### src/rtl/fractcam_pkg.sv
// Shared definitions for the FracTCAM lookup block.
// Update FSM encoding, LUT chunk legality limits and size helpers.
package fractcam_pkg;

    typedef enum logic [1:0] {
        ST_IDLE   = 2'd0,
        ST_SHIFT  = 2'd1,
        ST_COMMIT = 2'd2
    } upd_state_t;

    localparam int LUT_BITS_MIN = 5;
    localparam int LUT_BITS_MAX = 6;

    function automatic bit lut_bits_ok(int lb);
        return (lb >= LUT_BITS_MIN) && (lb <= LUT_BITS_MAX);
    endfunction

    function automatic int calc_chunks(int dw, int lb);
        return (dw + lb - 1) / lb;
    endfunction

    function automatic int calc_aw(int depth);
        return (depth > 1) ? $clog2(depth) : 1;
    endfunction

endpackage

### src/rtl/fractcam_prio_enc.sv
// Lowest-index-wins priority encoder, purely combinational.
// The parent registers idx/hit.
module fractcam_prio_enc #(
    parameter int W = 16,
    localparam int IW = (W > 1) ? $clog2(W) : 1
) (
    input  logic [W-1:0]  req,
    output logic [IW-1:0] idx,
    output logic          hit
);

    always_comb begin
        idx = '0;
        hit = |req;
        for (int i = W - 1; i >= 0; i--) begin
            if (req[i]) idx = IW'(i);
        end
    end

endmodule

### src/rtl/fractcam_lookup.sv
// LUT-based (FracTCAM) ternary lookup: serial rule load, 2-stage search.
// Each entry holds one 2^LUT_BITS truth table per key chunk.
module fractcam_lookup
    import fractcam_pkg::*;
#(
    parameter int DATA_WIDTH = 8,
    parameter int TCAM_DEPTH = 16,
    parameter int LUT_BITS   = 5,
    localparam int AW = calc_aw(TCAM_DEPTH)
) (
    input  logic                  clk,
    input  logic                  rst_n,
    input  logic [AW-1:0]         wr_addr,
    input  logic [DATA_WIDTH-1:0] wr_data,
    input  logic [DATA_WIDTH-1:0] wr_keep,
    input  logic                  wr_valid,
    output logic                  wr_ready,
    input  logic [AW-1:0]         del_addr,
    input  logic                  del_valid,
    output logic                  del_ready,
    input  logic [DATA_WIDTH-1:0] search_key,
    input  logic                  search_valid,
    output logic                  search_ready,
    output logic [TCAM_DEPTH-1:0] match_line,
    output logic [AW-1:0]         match_index,
    output logic                  match_hit,
    output logic                  match_valid,
    input  logic                  match_ready,
    output logic [AW:0]           entry_count,
    output logic                  busy
);

    localparam int CHUNKS = calc_chunks(DATA_WIDTH, LUT_BITS);
    localparam int PW     = CHUNKS * LUT_BITS;
    localparam int NV     = 1 << LUT_BITS;

    upd_state_t            state;
    logic [LUT_BITS-1:0]   cnt;
    logic [AW-1:0]         wa_q;
    logic [PW-1:0]         wd_q;
    logic [PW-1:0]         wk_q;
    logic [TCAM_DEPTH-1:0] valid;

    logic [TCAM_DEPTH-1:0][CHUNKS-1:0][NV-1:0] lut;

    logic [CHUNKS-1:0]     shift_bit;
    logic [PW-1:0]         key_pad;
    logic [TCAM_DEPTH-1:0] hit_vec;

    logic                  s1_valid;
    logic [TCAM_DEPTH-1:0] s1_line;
    logic [AW-1:0]         pe_idx;
    logic                  pe_hit;

    logic wr_fire;
    logic del_fire;
    logic srch_fire;
    logic s2_adv;

    assign busy      = (state != ST_IDLE);
    assign del_ready = (state == ST_IDLE);
    // Delete wins a tie with write; write waits for an empty stage 1.
    assign wr_ready  = (state == ST_IDLE) && !s1_valid && !del_valid;
    assign s2_adv    = !match_valid || match_ready;
    assign search_ready = (state == ST_IDLE) &&
                          !(s1_valid && match_valid && !match_ready);

    assign wr_fire   = wr_valid && wr_ready;
    assign del_fire  = del_valid && del_ready;
    assign srch_fire = search_valid && search_ready;

    assign key_pad   = PW'(search_key);

    // Truth-table bit for chunk value == cnt; padded bits have keep 0.
    always_comb begin
        shift_bit = '1;
        for (int c = 0; c < CHUNKS; c++) begin
            for (int j = 0; j < LUT_BITS; j++) begin
                if (wk_q[c*LUT_BITS+j] && (wd_q[c*LUT_BITS+j] != cnt[j]))
                    shift_bit[c] = 1'b0;
            end
        end
    end

    always_comb begin
        hit_vec = '0;
        for (int e = 0; e < TCAM_DEPTH; e++) begin
            hit_vec[e] = valid[e];
            for (int c = 0; c < CHUNKS; c++) begin
                hit_vec[e] = hit_vec[e] &
                    lut[e][c][key_pad[c*LUT_BITS +: LUT_BITS]];
            end
        end
    end

    always_ff @(posedge clk) begin
        if (state == ST_SHIFT) begin
            for (int c = 0; c < CHUNKS; c++) begin
                lut[wa_q][c] <= {shift_bit[c], lut[wa_q][c][NV-1:1]};
            end
        end
    end

    always_ff @(posedge clk or negedge rst_n) begin
        if (!rst_n) begin
            state       <= ST_IDLE;
            cnt         <= '0;
            wa_q        <= '0;
            wd_q        <= '0;
            wk_q        <= '0;
            valid       <= '0;
            entry_count <= '0;
        end else begin
            unique case (state)
                ST_IDLE: begin
                    if (del_fire) begin
                        valid[del_addr] <= 1'b0;
                        if (valid[del_addr])
                            entry_count <= entry_count - (AW+1)'(1);
                    end else if (wr_fire) begin
                        wa_q           <= wr_addr;
                        wd_q           <= PW'(wr_data);
                        wk_q           <= PW'(wr_keep);
                        valid[wr_addr] <= 1'b0;
                        if (valid[wr_addr])
                            entry_count <= entry_count - (AW+1)'(1);
                        cnt   <= '0;
                        state <= ST_SHIFT;
                    end
                end
                ST_SHIFT: begin
                    cnt <= cnt + LUT_BITS'(1);
                    if (&cnt) state <= ST_COMMIT;
                end
                ST_COMMIT: begin
                    valid[wa_q] <= 1'b1;
                    entry_count <= entry_count + (AW+1)'(1);
                    state       <= ST_IDLE;
                end
                default: state <= ST_IDLE;
            endcase
        end
    end

    fractcam_prio_enc #(
        .W(TCAM_DEPTH)
    ) u_prio (
        .req (s1_line),
        .idx (pe_idx),
        .hit (pe_hit)
    );

    always_ff @(posedge clk or negedge rst_n) begin
        if (!rst_n) begin
            s1_valid    <= 1'b0;
            s1_line     <= '0;
            match_valid <= 1'b0;
            match_line  <= '0;
            match_index <= '0;
            match_hit   <= 1'b0;
        end else begin
            if (srch_fire) begin
                s1_valid <= 1'b1;
                s1_line  <= hit_vec;
            end else if (s2_adv) begin
                s1_valid <= 1'b0;
            end
            if (s2_adv) begin
                match_valid <= s1_valid;
                if (s1_valid) begin
                    match_line  <= s1_line;
                    match_index <= pe_idx;
                    match_hit   <= pe_hit;
                end
            end
        end
    end

endmodule

### config.mk
export PLATFORM = sky130hd
export DESIGN_NAME = fractcam_lookup
export DESIGN_NICKNAME = d
export VERILOG_FILES = /design/src/rtl/fractcam_pkg.sv /design/src/rtl/fractcam_prio_enc.sv /design/src/rtl/fractcam_lookup.sv
export SDC_FILE = /design/constraint.sdc
export NUM_CORES = 2
export LEC_CHECK = 0
export CORE_MARGIN = 5
export CORE_UTILIZATION = 63
export CTS_CLUSTER_DIAMETER = 100
export DETAILED_ROUTE_END_ITERATION = 10
export PLACE_DENSITY = 0.8
export SETUP_SLACK_MARGIN = 0.2
export SLEW_MARGIN = 0
export SYNTH_ARGS = -nofsm -noshare
export SYNTH_HDL_FRONTEND = slang
export SYNTH_SLANG_ARGS = --single-unit
### constraint.sdc
create_clock -name clk -period 6.5 [get_ports clk]
set_input_delay 0.975 -clock clk [delete_from_list [all_inputs] [get_ports clk]]
set_output_delay 0.975 -clock clk [all_outputs]
set_load 0.005 [all_outputs]
# Yosys cells after proc, flatten, opt, wreduce, memory -nomap -nowiden
# Index checks and enable logic that the tools add are counted.
# W data, S select, Z words.
[classes]
addsub = 3
n_lt_le_gt_ge = 8
n_eq_ne = 16
muxes = 123
bitwise = 38
n_reduce_logical = 38
[op_table]
columns = ["operator", "count"]
rows = [
  ["$bwmux W1024", 2],
  ["$demux W64 S4", 2],
  ["$bmux W64 S4", 1],
  ["$mux W64", 2],
  ["$bmux W1 S5", 16],
  ["$mux W4", 16],
  ["$bmux W1 S3", 16],
  ["$mux W1", 47],
  ["$and A1 B1 Y1", 32],
  ["$and A16 B16 Y16", 2],
  ["$mux W16", 2],
  ["$mux W32", 1],
  ["$not A16 Y16", 2],
  ["$pmux W16 S2", 1],
  ["$mux W5", 6],
  ["$pmux W5 S2", 2],
  ["$logic_and A1 B1 Y1", 19],
  ["$or A16 B16 Y16", 1],
  ["$reduce_or A16 Y1", 1],
  ["$lt A4 B5 Y1 const B", 3],
  ["$demux W1 S4", 3],
  ["$ge A4 B1 Y1 const B", 3],
  ["$add A5 B1 Y5 const B", 2],
  ["$reduce_and A3 Y1", 3],
  ["21 further kinds", 41],
]
[totals]
register_bits = 1111
input_bits = 38
elab_cells = 271

# Longest topological paths before layout
[depth]
ltp_word = 16
ltp_mapped = 9
ltp_nobuf = 7

# By module
# From an unflattened synthesis, not the netlist that was laid out.
[unflattened]
cells_unflattened = 2882
hier_area_um2 = 50223.2
[modules_own_cells]
columns = ["mod", "instances", "cells_per_inst", "area_each_um2"]
rows = [
  ["fractcam_lookup", 1, 2848, 50046.7],
  ["fractcam_prio_enc", 1, 34, 176.4],
]

# Worst setup path before layout
# No wires, ideal clock.
[synth_timing]
path_type = "reg2reg"
start = "register, netlist name wa_q[0]"
end = "register lut[320] in the netlist's numbering (enable)"
setup_time_ns = 0.487
arrival_time_ns = 4.377
slack_ns = 1.636
stages_incl_launch_ff = 10
n_path_buf = 6
cell_sequence = "dfrtp_1 clkbuf_1 buf_6 buf_2 buf_2 nor2b_1 clkbuf_1 nand2_1 clkbuf_1 nor2_1"
[synth_rtl]
columns = ["element", "line", "text"]
rows = [
  ["end signal, assigned by index", "fractcam_lookup.sv:99", "lut[wa_q][c] <= {shift_bit[c], lut[wa_q][c][NV-1:1]};"],
  ["end, declared", "fractcam_lookup.sv:44", "logic [TCAM_DEPTH-1:0][CHUNKS-1:0][NV-1:0] lut;"],
]

==> metrics.txt <==
outcome=complete, no violations; starting density of the core=between 60% and 70%; Worst-Skew Late Latency=slightly below 0.7 ns; Crit Path Max Fanout=60; syn nets=between 2000 and 3000; Longest Clk Path Bufs=3; register area share after synthesis=roughly two thirds; flops & latches, synth=1111; gr usage total=30.7%; Syn Area/Cell=around 18 sq um; largest net degree at the start of global routing=146; max cap viols=0; CP Launch Type=flop; starting DRC count in detailed routing=between 4000 and 5000; DIE WIDTH=approximately 300 microns; pwr dens=approximately 500 mW/mm^2; TritonCTS Buffers=around 110; sequential power share=42.6%; Peak supply drop=between 0.3 and 0.4 mV; Critical Path AT=between 4 and 5 ns; Pleak=between 15 and 20 nW; Synth Warn #=0; Setup Skew=slightly below 0.04 ns; area of placed instances=between 0.05 and 0.06 sq mm; Least-Margin Pin Slew=around 1.2 ns; clock slew seen by the registers of the worst setup and hold paths=around 0.060 ns; max frequency=between 0.2 and 0.25 GHz; post-synth top area cell=edfxtp_1; total power after layout=about 28 mW; most frequent cells in the layout=edfxtp_1, nor2_1, mux4_2, clkbuf_16, nand2_1; Critical Path RT=about 6.8 ns; Final Core Density=between 60% and 70%; CORE AREA=between 0.07 and 0.08 sq mm; remaining global-route overflow=0; Psw=between 9 and 10 mW; DRC Markers=0; relative slew slack=between 10% and 20%; # H-tree levels=3; first-pass GRT wire length=195000 microns; Crit Path Class=reg -> reg; Detailed Route WL=~130000 microns; initial antenna violation count=5; switch share=between 30% and 40%; post_cts resized=0; Placer Congestion=0.917; Comb power frac=between 30% and 40%; fill count=~4700; Yosys cell types=between 40 and 50; Area contributors post-synth=edfxtp_1, mux4_2, dfrtp_1, nor2_1, mux2_2; CTS tree=yes; Hold Path Class=in -> async; CTS Sinks=about 1100; vias in the first global route=between 20000 and 30000; hold_buf cts=0; RSZ-0062 raised after global routing=no; vias per inst=a little over 7; Row Count=between 100 and 150; Mapped Area=between 0.05 and 0.06 sq mm; share of cells above drive strength 1=28.4%; post-synth top area share=between 60% and 70%; WL/cell=32.8 microns; minimum clock period=around 4.6 ns; commonest non-fill, non-tap cell in the layout=edfxtp_1; Syn Inst Count=between 2000 and 3000; Final nets=2865; Final Max Slew Viols=0; final setup fails=0; hpwl dp=77600 microns; Final Hold Viols=0; fin crit share=a little under three quarters; Pre-antenna DRT Iters=6; Setup TNS=0 ns; DIE AREA=between 0.08 and 0.09 sq mm; CTS Root Cell=clkbuf_16; PortBufs=between 60 and 70; internal power=17.6 mW; detailed-route via count=~29000; Die Y=292 microns; Setup crit end kind=flop; antenna-violating nets left=0; I/O pin total=69; area grow syn2layout=9.69%; Design Area, Final=0.0549 sq mm; Post-CTS Repair Setup Buffers=0; clock power share=between 20% and 30%
worst max-delay path: stages (launching register included):
cell     delay, ns
dfrtp_4       0.85
buf_4         0.72
nand3_2       1.04
nor2_4        0.47
buf_4         0.99
final cells by class:
cell class	count	area (sq um)	share of cell area, %
multi-input combinational	1476	16200	29.5
antenna	1	2.50	0.00456
tap	1050	1310	2.39
inverter	6	22.5	0.0410
clock inverter	65	528	0.961
sequential	1111	32900	60.0
timing repair buffer	120	1120	2.04
clock buffer	135	2820	5.14
metrics by stage:
stage	setup WS, ns	instances	hold slack [ns]
finish	1.88	3964	0.233
floorplan	1.64	2822	0.465
detailed placement	2.08	3763	0.463
CTS	2.02	3963	0.232
global placement	2.21	3763	0.460
global route	1.86	3963	0.263
synthesized netlist by cell type, drive strengths merged:
| master | count |
|---|---|
| dfrtp | 87 |
| nand2 | 111 |
| a21oi | 7 |
| nor2 | 546 |
| mux4 | 479 |
| inv | 6 |
| a22o | 2 |
| a222oi | 1 |
| xor2 | 13 |
| xnor2 | 2 |
| a31oi | 6 |
| and3 | 11 |
| and2 | 3 |
| nand3 | 24 |
| or3 | 1 |
| mux2 | 68 |
| nor4 | 2 |
| o31ai | 2 |
| nand3b | 2 |
| fa | 1 |
| o211ai | 1 |
| o21ai | 85 |
| o22ai | 3 |
| buf | 104 |
| nor3 | 6 |
| edfxtp | 1024 |
| ha | 5 |
| clkbuf | 125 |
| or4 | 2 |
| o41ai | 2 |
| nor3b | 3 |
| a211oi | 2 |
| o21bai | 3 |
| mux2i | 49 |
| a22oi | 13 |
| nand2b | 5 |
| nor2b | 11 |
| a21o | 2 |
| nand4 | 3 |
worst paths after layout:
path                                      from             end  slack, ns  cells after the start
worst max-delay path                   wa_q[2]        lut[839]       1.88                      4
worst min-delay path                     rst_n          cnt[1]       0.23                      1
worst max register to register         wa_q[2]        lut[839]       1.88                      4
worst min register to register  entry_count[4]  entry_count[4]       0.47                      1
max in group asynchronous                rst_n     match_valid       5.24                      2
min in group clk                entry_count[4]  entry_count[4]       0.47                      1
state kept, by name, indices dropped and copies added, names as in the netlist:
signal / cells
lut: 1024
match_line: 16
s1_line: 16
valid: 16
wd_q: 8
wk_q: 8
cnt: 5
entry_count: 5
match_index: 4
wa_q: 4
state: 2
match_hit: 1
match_valid: 1
s1_valid: 1
routing by layer:
layer / routed length (microns) / track usage [%] / vias up
li1: - / - / 11220
met1: 44700 / 43.5 / 14789
met2: 63600 / 48.9 / 2314
met3: 16200 / 6.34 / 344
met4: 5450 / 10.9 / 8
met5: 52 / 0 / -
logic make-up after synthesis:
| logic type | count (synthesis) | synth area share [%] |
|---|---|---|
| fa+ha+maj | 6 | 0.165 |
| buf+inv | 235 | 2.30 |
| mux | 596 | 24.0 |
| compound gates | 129 | 1.70 |
| flops | 1111 | 65.7 |
| xor+xnor | 15 | 0.262 |
| simple gates | 730 | 5.78 |
power groups by stage:
stage | clock network (mW) | registers (mW) | logic [mW]
2_1_floorplan | 0 | 11.3 | 6.96
3_3_place_gp | 0 | 11.7 | 9.40
3_5_place_dp | 0 | 11.8 | 9.66
4_1_cts | 6.05 | 11.7 | 9.80
5_1_grt | 6.37 | 11.9 | 10.4
6_report | 6.01 | 11.7 | 9.82
Power figures use the tool's default switching activity.
